**src/rtl/mfcc_frame_sequencer_pkg.sv**
```systemverilog
// mfcc_pkg: shared types and default constants for the MFCC front end.
//   seq_state_e      : frame sequencer FSM states
//   MFCC_FRAME_SIZE  : samples per analysis frame
//   MFCC_FRAME_MOVE  : hop between consecutive frames
//   MFCC_NFFT        : FFT length
//   seq_watched()    : states covered by the per-stage watchdog
package mfcc_pkg;

  localparam int unsigned MFCC_FRAME_SIZE = 400;
  localparam int unsigned MFCC_FRAME_MOVE = 160;
  localparam int unsigned MFCC_NFFT       = 512;

  typedef enum logic [2:0] {
    SEQ_IDLE,
    SEQ_WAIT_WIN,
    SEQ_HAMMING,
    SEQ_FFT,
    SEQ_WAIT_SINK,
    SEQ_MOVE,
    SEQ_DONE
  } seq_state_e;

  // WAIT_SINK is left out on purpose: sink backpressure may last indefinitely.
  function automatic logic seq_watched(input seq_state_e s);
    return (s == SEQ_WAIT_WIN) || (s == SEQ_HAMMING) ||
           (s == SEQ_FFT)      || (s == SEQ_MOVE);
  endfunction

endpackage

```
**src/rtl/mfcc_frame_sequencer_if.sv**
```systemverilog
// mfcc_frame_sequencer_if: stage handshake between the frame sequencer and
// the window buffer / Hamming / FFT / mel-sink stages.
//   master (sequencer): drives start_move_o, hamming_start_o, fft_start_o,
//                       frame_commit_o; samples the stage status inputs.
//   slave  (stages)   : the reverse direction.
interface mfcc_frame_sequencer_if;

  logic win_idle_i;
  logic win_ready_i;
  logic hamming_done_i;
  logic fft_done_i;
  logic sink_ready_i;
  logic start_move_o;
  logic hamming_start_o;
  logic fft_start_o;
  logic frame_commit_o;

  modport master (
    input  win_idle_i, win_ready_i, hamming_done_i, fft_done_i, sink_ready_i,
    output start_move_o, hamming_start_o, fft_start_o, frame_commit_o
  );

  modport slave (
    output win_idle_i, win_ready_i, hamming_done_i, fft_done_i, sink_ready_i,
    input  start_move_o, hamming_start_o, fft_start_o, frame_commit_o
  );

endinterface

```
**src/rtl/mfcc_frame_sequencer_watchdog.sv**
```systemverilog
// mfcc_seq_watchdog: per-stage cycle counter.
//   clk, rst_n : clock, synchronous active-low reset
//   clr_i      : first cycle of a new stage; counting restarts at this cycle
//   en_i       : current stage is watched
//   expire_o   : this is cycle TIMEOUT_CYCLES of the stage
module mfcc_seq_watchdog #(
  parameter int unsigned TIMEOUT_CYCLES = 65535
) (
  input  logic clk,
  input  logic rst_n,
  input  logic clr_i,
  input  logic en_i,
  output logic expire_o
);

  localparam int unsigned W = (TIMEOUT_CYCLES < 2) ? 1 : $clog2(TIMEOUT_CYCLES + 1);
  localparam logic [W-1:0] LAST = W'(TIMEOUT_CYCLES - 1);

  logic [W-1:0] count_q;
  logic [W-1:0] elapsed;

  // clr_i is seen in the stage's first cycle, so that cycle counts as 0
  // without waiting for the register to be cleared.
  assign elapsed  = clr_i ? '0 : count_q;
  assign expire_o = en_i && (elapsed == LAST);

  always_ff @(posedge clk) begin
    if (!rst_n) begin
      count_q <= '0;
    end else if (!en_i) begin
      count_q <= '0;
    end else if (elapsed != LAST) begin
      count_q <= elapsed + W'(1);
    end else begin
      count_q <= elapsed;
    end
  end

endmodule

```
**src/rtl/mfcc_frame_sequencer.sv**
```systemverilog
// mfcc_frame_sequencer: sequences a counted, abortable run of frames through
// window buffer -> Hamming -> FFT/power -> mel sink, sliding the window
// buffer by one hop between frames.
//   clk, rst_n    : clock, synchronous active-low reset
//   start_i       : pulse, begins a run of num_frames_i frames (0 ignored)
//   abort_i       : pulse, cancels the run
//   num_frames_i  : frames per run, sampled on an accepted start_i
//   stg           : stage handshake (mfcc_frame_sequencer_if.master)
//   frame_idx_o   : 0-based index of the frame in flight
//   busy_o        : high outside IDLE
//   done_o        : pulse, run finished normally
//   timeout_o     : sticky watchdog flag
// Optional feature: define MFCC_SEQ_WATCHDOG_EN to compile in the per-stage
// watchdog; otherwise timeout_o stays 0 and TIMEOUT_CYCLES is not used.
module mfcc_frame_sequencer
  import mfcc_pkg::*;
#(
  parameter int unsigned CNT_WIDTH      = 16,
  parameter int unsigned TIMEOUT_CYCLES = 65535
) (
  input  logic                      clk,
  input  logic                      rst_n,
  input  logic                      start_i,
  input  logic                      abort_i,
  input  logic [CNT_WIDTH-1:0]      num_frames_i,
  mfcc_frame_sequencer_if.master    stg,
  output logic [CNT_WIDTH-1:0]      frame_idx_o,
  output logic                      busy_o,
  output logic                      done_o,
  output logic                      timeout_o
);

  seq_state_e           state;
  logic [CNT_WIDTH-1:0] count_q;
  logic                 wd_expire;

  if (TIMEOUT_CYCLES == 0) begin : g_bad_timeout
    $error("TIMEOUT_CYCLES must be nonzero");
  end

`ifdef MFCC_SEQ_WATCHDOG_EN
  seq_state_e prev_state;
  logic       wd_clr;
  logic       wd_en;

  // A state change is detected one cycle late via prev_state; the watchdog
  // treats clr as "this is cycle 0" so the count is still exact.
  always_ff @(posedge clk) begin
    if (!rst_n) prev_state <= SEQ_IDLE;
    else        prev_state <= state;
  end

  assign wd_clr = (state != prev_state);
  assign wd_en  = seq_watched(state);

  mfcc_seq_watchdog #(
    .TIMEOUT_CYCLES (TIMEOUT_CYCLES)
  ) u_watchdog (
    .clk      (clk),
    .rst_n    (rst_n),
    .clr_i    (wd_clr),
    .en_i     (wd_en),
    .expire_o (wd_expire)
  );
`else
  assign wd_expire = 1'b0;
`endif

  always_ff @(posedge clk) begin
    if (!rst_n) begin
      state               <= SEQ_IDLE;
      count_q             <= '0;
      frame_idx_o         <= '0;
      busy_o              <= 1'b0;
      done_o              <= 1'b0;
      timeout_o           <= 1'b0;
      stg.start_move_o    <= 1'b0;
      stg.hamming_start_o <= 1'b0;
      stg.fft_start_o     <= 1'b0;
      stg.frame_commit_o  <= 1'b0;
    end else begin
      stg.start_move_o    <= 1'b0;
      stg.hamming_start_o <= 1'b0;
      stg.fft_start_o     <= 1'b0;
      stg.frame_commit_o  <= 1'b0;
      done_o              <= 1'b0;

      // Abort outranks any stage event and the watchdog in the same cycle.
      if (abort_i && (state != SEQ_IDLE)) begin
        state  <= SEQ_IDLE;
        busy_o <= 1'b0;
      end else if (wd_expire) begin
        state     <= SEQ_IDLE;
        busy_o    <= 1'b0;
        timeout_o <= 1'b1;
      end else begin
        case (state)
          SEQ_IDLE: begin
            if (start_i && (num_frames_i != '0)) begin
              count_q     <= num_frames_i;
              frame_idx_o <= '0;
              timeout_o   <= 1'b0;
              busy_o      <= 1'b1;
              state       <= SEQ_WAIT_WIN;
            end
          end
          SEQ_WAIT_WIN: begin
            if (stg.win_ready_i) begin
              stg.hamming_start_o <= 1'b1;
              state               <= SEQ_HAMMING;
            end
          end
          SEQ_HAMMING: begin
            if (stg.hamming_done_i) begin
              stg.fft_start_o <= 1'b1;
              state           <= SEQ_FFT;
            end
          end
          SEQ_FFT: begin
            if (stg.fft_done_i) state <= SEQ_WAIT_SINK;
          end
          SEQ_WAIT_SINK: begin
            if (stg.sink_ready_i) begin
              stg.frame_commit_o <= 1'b1;
              if (frame_idx_o == count_q - CNT_WIDTH'(1)) begin
                done_o <= 1'b1;
                state  <= SEQ_DONE;
              end else begin
                frame_idx_o <= frame_idx_o + CNT_WIDTH'(1);
                state       <= SEQ_MOVE;
              end
            end
          end
          SEQ_MOVE: begin
            if (stg.win_idle_i) begin
              stg.start_move_o <= 1'b1;
              state            <= SEQ_WAIT_WIN;
            end
          end
          SEQ_DONE: begin
            busy_o <= 1'b0;
            state  <= SEQ_IDLE;
          end
          default: begin
            busy_o <= 1'b0;
            state  <= SEQ_IDLE;
          end
        endcase
      end
    end
  end

endmodule
```
**src/flat_wrapper.sv**
```systemverilog
// flat-port wrapper written by rule: the top's interface ports become plain ports
module mfcc_frame_sequencer_flat import mfcc_pkg::*;
#(
  parameter int unsigned CNT_WIDTH      = 16,
  parameter int unsigned TIMEOUT_CYCLES = 65535
)
  (clk, rst_n, start_i, abort_i, num_frames_i, frame_idx_o, busy_o, done_o, timeout_o, stg_win_idle_i, stg_win_ready_i, stg_hamming_done_i, stg_fft_done_i, stg_sink_ready_i, stg_start_move_o, stg_hamming_start_o, stg_fft_start_o, stg_frame_commit_o);
  mfcc_frame_sequencer_if stg_i ();
  input  logic clk;
  input  logic rst_n;
  input  logic start_i;
  input  logic abort_i;
  input  logic [CNT_WIDTH-1:0] num_frames_i;
  output logic [CNT_WIDTH-1:0] frame_idx_o;
  output logic busy_o;
  output logic done_o;
  output logic timeout_o;
  input wire logic [$bits(stg_i.win_idle_i)-1:0] stg_win_idle_i;
  input wire logic [$bits(stg_i.win_ready_i)-1:0] stg_win_ready_i;
  input wire logic [$bits(stg_i.hamming_done_i)-1:0] stg_hamming_done_i;
  input wire logic [$bits(stg_i.fft_done_i)-1:0] stg_fft_done_i;
  input wire logic [$bits(stg_i.sink_ready_i)-1:0] stg_sink_ready_i;
  output wire logic [$bits(stg_i.start_move_o)-1:0] stg_start_move_o;
  output wire logic [$bits(stg_i.hamming_start_o)-1:0] stg_hamming_start_o;
  output wire logic [$bits(stg_i.fft_start_o)-1:0] stg_fft_start_o;
  output wire logic [$bits(stg_i.frame_commit_o)-1:0] stg_frame_commit_o;
  assign stg_i.win_idle_i = stg_win_idle_i;
  assign stg_i.win_ready_i = stg_win_ready_i;
  assign stg_i.hamming_done_i = stg_hamming_done_i;
  assign stg_i.fft_done_i = stg_fft_done_i;
  assign stg_i.sink_ready_i = stg_sink_ready_i;
  assign stg_start_move_o = stg_i.start_move_o;
  assign stg_hamming_start_o = stg_i.hamming_start_o;
  assign stg_fft_start_o = stg_i.fft_start_o;
  assign stg_frame_commit_o = stg_i.frame_commit_o;
  mfcc_frame_sequencer #(.CNT_WIDTH(CNT_WIDTH), .TIMEOUT_CYCLES(TIMEOUT_CYCLES)) u_core (.clk(clk), .rst_n(rst_n), .start_i(start_i), .abort_i(abort_i), .num_frames_i(num_frames_i), .stg(stg_i), .frame_idx_o(frame_idx_o), .busy_o(busy_o), .done_o(done_o), .timeout_o(timeout_o));
endmodule
```
**config.mk**
```make
export PLATFORM = sky130hd
export DESIGN_NAME = mfcc_frame_sequencer_flat
export DESIGN_NICKNAME = d
export VERILOG_FILES = /design/src/rtl/mfcc_frame_sequencer_pkg.sv /design/src/rtl/mfcc_frame_sequencer_if.sv /design/src/rtl/mfcc_frame_sequencer_watchdog.sv /design/src/rtl/mfcc_frame_sequencer.sv /design/src/flat_wrapper.sv
export SDC_FILE = /design/constraint.sdc
export NUM_CORES = 1
export LEC_CHECK = 0
export CAP_MARGIN = 20
export CORE_UTILIZATION = 48
export CTS_CLUSTER_SIZE = 10
export DETAILED_ROUTE_END_ITERATION = 6
export PLACE_DENSITY = 0.88
export RECOVER_POWER = 50
export SLEW_MARGIN = 20
export SYNTH_ARGS = -nofsm -noshare
export SYNTH_HDL_FRONTEND = slang
export SYNTH_SLANG_ARGS = --single-unit
```
**constraint.sdc**
```tcl
create_clock -name clk -period 2.9 [get_ports clk]
set_clock_uncertainty 0.2 [all_clocks]
set_input_delay 0.58 -clock clk [delete_from_list [all_inputs] [get_ports clk]]
set_output_delay 0.58 -clock clk [all_outputs]
set_load 0.02 [all_outputs]
```
==> metrics.md, run 1 <==
| Metric | Value |
|---|---|
| Outcome | `finished, violations left` |
| Violated checks | `negative setup slack` |
| Area leader, netlist | `dfxtp_1` |
| Area delta synth->final | `39.0%` |
| Synth area leaders | `dfxtp_1, nand2_1, a21boi_0` |
| CTS tree | `yes` |
| Fin. Hold Viols | `0` |
| Hold/Removal Path Class | `flop to flop` |
| Final Worst Setup Slack | `-166 ps` |
| Via count of the first global-routing pass | `2464` |
| Wirelength per Cell | `16.7 um` |
| Async SR Flop Fraction | `0%` |
| Sequential area share after synthesis | `30.6%` |
| Cells after synthesis | `335` |
| WHS | `282 ps` |
| Pre-Repair DR Iteration Count | `6` |
| # nets final | `437` |
| Final Power | `0.00215 W` |
| R2R Setup Slk | `-170 ps` |
| Max rail drop VDD | `0.356 mV` |
| H-tree depth | `2` |
| Initial antenna violation count | `0` |
| Fin Setup TNS | `-1610 ps` |
| CP Class | `flop to flop` |
| Core Rows | `26` |
| Fmax | `0.326 GHz` |
| Core Footprint | `5240 sq um` |
| Ports | `48` |
| Reg clk slew, reported paths | `90 ps` |
| Worst hold start | `u_core.busy_o` |
| Crit path DAT | `3080 ps` |
| R2R cell count | `9` |
| Worst hold stages | `2` |
| Synth top area share | `30.6%` |
| Initial core utilization | `51.3%` |
| Most common cell in the synthesized netlist | `nand2_1` |
| PortBufs | `46` |
| GR Util All Layers | `24.4%` |
| Crit path required time | `2910 ps` |
| Inserted Clock Buffers | `5` |
| Antenna cells | `0` |
| Tightest Pin Transition | `781 ps` |
| Max FO, Critical Path | `5` |
| Post-Syn Area | `2690 sq um` |
| Synth warn | `0` |
| Chip Width | `76.8 um` |
| Synth Net Count | `362` |
| RSZ-0062 raised after global routing | `true` |
| Grt total ovfl | `0` |
| CP startpoint kind | `flop` |
| Synth cell count leaders | `nand2_1, dfxtp_1, nand3_1` |
| Routed via count | `2945` |
| Antenna violation net count after detailed routing | `0` |
| Hold EP | `u_core.busy_o` |
| Fin util | `71.3%` |
| Synth Register Bits | `41` |
| Lkg Pwr | `1.47 nW` |
| Layout fillers | `402` |
| Crit path time final | `3070 ps` |
| Power density over cell area | `576 nW/um^2` |
| EDFF count, synth | `0` |
| Latest clock arrival within the worst-skew pair | `310 ps` |
| Share of post-route cells with drive strength above 1 | `22.6%` |
| Endpoints failing setup | `18` |
| Root Buffer | `clkbuf_8` |
| Final Non-Filler Cells | `481` |
| Overall routed net length | `8.05 mm` |
| Synth unique cells | `66` |
| Top FF cell, synth | `dfxtp_1` |
| Reg-to-Reg Start | `u_core.count_q[0]` |
| Period Utilization, post-route | `106%` |
| Post-DR vias/cell | `6.12` |
| Crit. End Element | `flop` |
| DRC | `0` |
| Max cap viols | `0` |
| RePlAce Congestion | `0.934` |
| Final Max Tran Viols | `0` |
| Pin count of the biggest net entering global routing | `18` |
| Clock buffer depth | `2` |
| Height of the die | `76.8 um` |
| First-pass GRT wire length | `11.6 mm` |
| Syn_area_per_cell | `8.02 sq um` |
| Dpl cells | `466` |
| Total clock sinks | `41` |
| DRT iter0 DRCs | `323` |
| CTS Hold Bufs | `0` |
| Die ar. | `5900 sq um` |
| Worst R2R End | `u_core.frame_idx_o[11]` |
| Dpl hpwl | `5.55 mm` |
| Slew margin rel. | `47.9%` |
## timing repair
item	4_1_cts	5_1_grt
gates cloned	0	2
pin swaps	0	22
setup endpoints to repair	7	17
resized for setup	6	36
buffers inserted	0	5
## layout make-up
type / count / area, sq um / area share, %
multi-input cells: 265 / 1910 / 51.1
flip-flops and latches: 41 / 827 / 22.1
inverters: 10 / 37.5 / 1.01
clock inverters: 3 / 21.3 / 0.570
clock buffers: 5 / 68.8 / 1.84
repair buffers: 87 / 786 / 21.0
well taps: 70 / 87.6 / 2.35
## cells in the final DEF, fill, tap and decap left out, drive strengths merged, types with 8 or more instances in the layout
cell type and count:
nand2 46, dfxtp 41, buf 39, clkdlybuf4s50 24, nand3 23, dlygate4sd3 22
nor2 20, nor4 18, a21boi 17, inv 11, a21oi 11, xnor2 10
nor3 10, o21ai 9, xor2 8
## where the power goes
group | internal, W | switching (W)
Sequential | 0.000615 | 0.0000841
Clock | 0.000171 | 0.000220
Combinational | 0.000483 | 0.000579
## worst max-delay path: stages, from the launching register on
cell and delay [ps]:
dfxtp_2 340, buf_6 110, or4_4 620, nor3_1 340
o21bai_1 190, a32oi_2 390, a41oi_4 240, o211ai_1 300
xor2_1 170, nor2_1 60
## per-stage QoR
step | setup slack [ps] | cell area (sq um)
CTS | -5.28 | 3510
finish | -166 | 3730
floorplan | 21.4 | 2690
global route | -280 | 3730
global placement | -256 | 3400
detailed placement | -318 | 3400
## how the worst max path moves through the flow
stage | from | to | slack (ps) | depth (start not counted)
final | u_core.count_q[0] | u_core.frame_idx_o[11] | -170 | 9
after global routing | u_core.count_q[0] | u_core.frame_idx_o[11] | -280 | 9
after CTS | u_core.count_q[0] | u_core.frame_idx_o[14] | -5 | 10
after detailed placement | num_frames_i[7] | u_core.frame_idx_o[14] | -320 | 10
after global placement | num_frames_i[7] | u_core.frame_idx_o[14] | -260 | 10
after floorplan | u_core.count_q[0] | u_core.frame_idx_o[4] | 20 | 11
## registers in the layout, indices dropped and copies added (netlist names)
| signal | cells |
|---|---|
| u_core.busy_o | 1 |
| u_core.count_q | 16 |
| u_core.done_o | 1 |
| u_core.frame_idx_o | 16 |
| u_core.state | 3 |
| u_core.stg.fft_start_o | 1 |
| u_core.stg.frame_commit_o | 1 |
| u_core.stg.hamming_start_o | 1 |
| u_core.stg.start_move_o | 1 |
## logic make-up (layout without fill, tap and decap cells)
group	Yosys count	count (layout)	share of synthesized area (%)
adder cells (fa/ha/maj)	2	2	0.931
AO/OA/AOI/OAI	77	78	20.8
XOR/XNOR	19	19	6.71
flip-flops	41	41	30.6
buffers and inverters	31	105	5.96
AND/OR/NAND/NOR	160	161	33.3
multiplexers	4	4	1.54
other	1	1	0.140
## layer usage
metal / vias to the layer above / share of wire, % / track usage [%] / wire length, um
li1: 1383 / - / - / -
met1: 1384 / 43 / 32.4 / 3460
met2: 155 / 48 / 39.8 / 3840
met3: 23 / 6.7 / 3.81 / 536
met4: 0 / 2.6 / 8.46 / 211
met5: - / 0 / 0 / 0
Power figures use the tool's default switching activity.
==> inputs of run 2 (changes only) <==
--- a/config.mk
+++ b/config.mk
@@ -11,7 +11,7 @@
 export DETAILED_ROUTE_END_ITERATION = 6
 export PLACE_DENSITY = 0.88
 export RECOVER_POWER = 50
-export SLEW_MARGIN = 20
+export SKIP_LAST_GASP = 1
 export SYNTH_ARGS = -nofsm -noshare
 export SYNTH_HDL_FRONTEND = slang
 export SYNTH_SLANG_ARGS = --single-unit
==> results of run 2 <==
The final DEF is identical to that of run 1; final timing and power are the same.
==> variant (config.mk and constraints of run 2) <==
`CNT_WIDTH` is set to 16 in 2 places; all go to 32.
--- a/src/rtl/mfcc_frame_sequencer.sv
+++ b/src/rtl/mfcc_frame_sequencer.sv
@@ -15,7 +15,7 @@
 module mfcc_frame_sequencer
   import mfcc_pkg::*;
 #(
-  parameter int unsigned CNT_WIDTH      = 16,
+  parameter int unsigned CNT_WIDTH      = 32,
   parameter int unsigned TIMEOUT_CYCLES = 65535
 ) (
   input  logic                      clk,
--- a/src/flat_wrapper.sv
+++ b/src/flat_wrapper.sv
@@ -1,7 +1,7 @@
 // flat-port wrapper written by rule: the top's interface ports become plain ports
 module mfcc_frame_sequencer_flat import mfcc_pkg::*;
 #(
-  parameter int unsigned CNT_WIDTH      = 16,
+  parameter int unsigned CNT_WIDTH      = 32,
   parameter int unsigned TIMEOUT_CYCLES = 65535
 )
   (clk, rst_n, start_i, abort_i, num_frames_i, frame_idx_o, busy_o, done_o, timeout_o, stg_win_idle_i, stg_win_ready_i, stg_hamming_done_i, stg_fft_done_i, stg_sink_ready_i, stg_start_move_o, stg_hamming_start_o, stg_fft_start_o, stg_frame_commit_o);
Ports: changed (resized frame_idx_o and num_frames_i); port bits go from 48 to 80. The function was not compared with the original's and may differ.
==> variant against run 2 <==
The flow still finishes with violations (setup timing). Sequential cell count is 32 higher. Wire length rose by 86%. Total power up 23%. Setup slack worse by 340 ps. Critical path type unchanged. Sequential share of layout area is 0.26 points higher. Synthesized cell count is 77% higher. First-iteration DRC count rose by 50%. Design area up 75%. Area after synthesis increased by 69%.
==> variant: results (changes against run 2) <==
Status
  – Outcome: finished with violations
  – Failing checks: setup timing

Routing
  – M1 wire length: 6.04 mm (+74%)
  – Vias: 5370 (+82%)
  – Detailed Routing Iterations Pass 1: 7 (+1)
  – 1st-iter DRT viols: 485 (+50%)
  – DR WL met3: 1.11 mm (+110%)
  – DRT Wirelength: 15.0 mm (+86%)
  – Routed wl met2: 7.13 mm (+86%)
  – Avg WL per Cell: 17.2 microns (+2.9%)

Critical path
  – Worst setup path end: u_core.frame_idx_o[8]$_SDFFE_PN0P_
  – CP startpoint: u_core.count_q[11]$_SDFFE_PN0P_
  – WP data arrival: 3450 ps (+370 ps)
  – R2R depth: 10 (+1)
  – Critical path's largest stage delay: 580 ps (-40 ps)
  – CP max FO: 7 (+2)
  – Reg2Reg Launch Point: u_core.count_q[11]$_SDFFE_PN0P_
  – Worst path slowest cell: or4_4

Power
  – VDD IR-drop max: 225 uV (-37%)
  – Clock network power share: 0.278 (+0.096)
  – Int Power: 1.81 mW (+43%)
  – Leak Pwr: 2.55 nW (+74%)
  – Final Total Pwr: 2.65 mW (+23%)
  – Reg power frac: 0.403 (+0.078)

Cells and area
  – Storage element area: 0.00146 sq mm (+77%)
  – Nets: 795 (+82%)
  – Largest regs: u_core.count_q: 32 flops, u_core.frame_idx_o: 32 flops, u_core.state: 3 flops

Placement
  – Post-placement setup slack: -512 ps (-194 ps)
  – GPL Wtd Cong: 0.936 (+0.16%)
  – Placed Cells: 843 (+81%)
  – Post-DP HPWL: 10.7 mm (+92%)
  – Placed inst area: 0.00607 sq mm (+79%)
  – I/O Buffers: 78 (+70%)

Min path
  – Hold path depth: 2 (unchanged)

STA
  – Final TNS setup: -14450 ps (-12840 ps)
  – Hold Slack: 259 ps (-23.7 ps)
  – Rel. slew slack: 0.601 (+0.122)
  – Setup violations, final: 35 (+17)
  – Slack of the critical path: -503 ps (-338 ps)

GRT
  – Largest net degree at the start of global routing: 34 (+16)
  – Total GRT Usage: 0.300 (+0.0556)
  – Vias in the first global route: 4962 (+100%)
  – Global-route wire length before repair: 23.5 mm (+100%)
  – GR Util met1: 0.374 (+0.0494)
  – Met2 Use GR: 0.512 (+0.113)

Logic synthesis
  – Synth top cells by count: nand2_1, dfxtp_1, a21oi_1, a21boi_0
  – Register area share after synthesis: 0.322 (+0.0168)
  – Average size of a mapped cell: 7.63 sq um (-4.8%)
  – Synth area leaders: dfxtp_1, nand2_1, a21boi_0
  – Syn nets: 637 (+76%)

Clock network
  – Post-CTS setup buffers: 3 (+3)
  – Clk Latency, worst-skew pair: 350 ps (+40 ps)
  – CTS buffer count: 9 (+4)
  – H-tree Lvls: 3 (+1)
  – Post_cts resized: 10 (+4)
## variant: layout make-up
type,instances,area share
well taps,111,0.0213
inverters,6,0.00345
multi-input cells,477,0.468
clock inverters,3,0.00230
clock buffers,13,0.0243
repair buffers,185,0.256
flip-flops and latches,73,0.224
## variant: cells by family (layout without fill, tap and decap cells)
kind of cell / Yosys count / in the layout / synth area share
compound gates: 130 / 130 / 0.182
mux: 5 / 5 / 0.0113
other cells: 1 / 1 / 0.000827
buf+inv: 44 / 207 / 0.0453
fa+ha+maj: 2 / 2 / 0.00552
simple gates: 302 / 302 / 0.358
flops: 73 / 73 / 0.322
xor+xnor: 37 / 37 / 0.0745
## variant: worst register-to-register path, cell delays in order, from the launching register on
cell	delay, ps
dfxtp_1	310
or4_4	530
or4_4	580
buf_6	150
o31ai_2	200
nand4_1	180
nor4_4	350
and4_4	360
bufbuf_16	290
or4_4	120
nand2_1	50
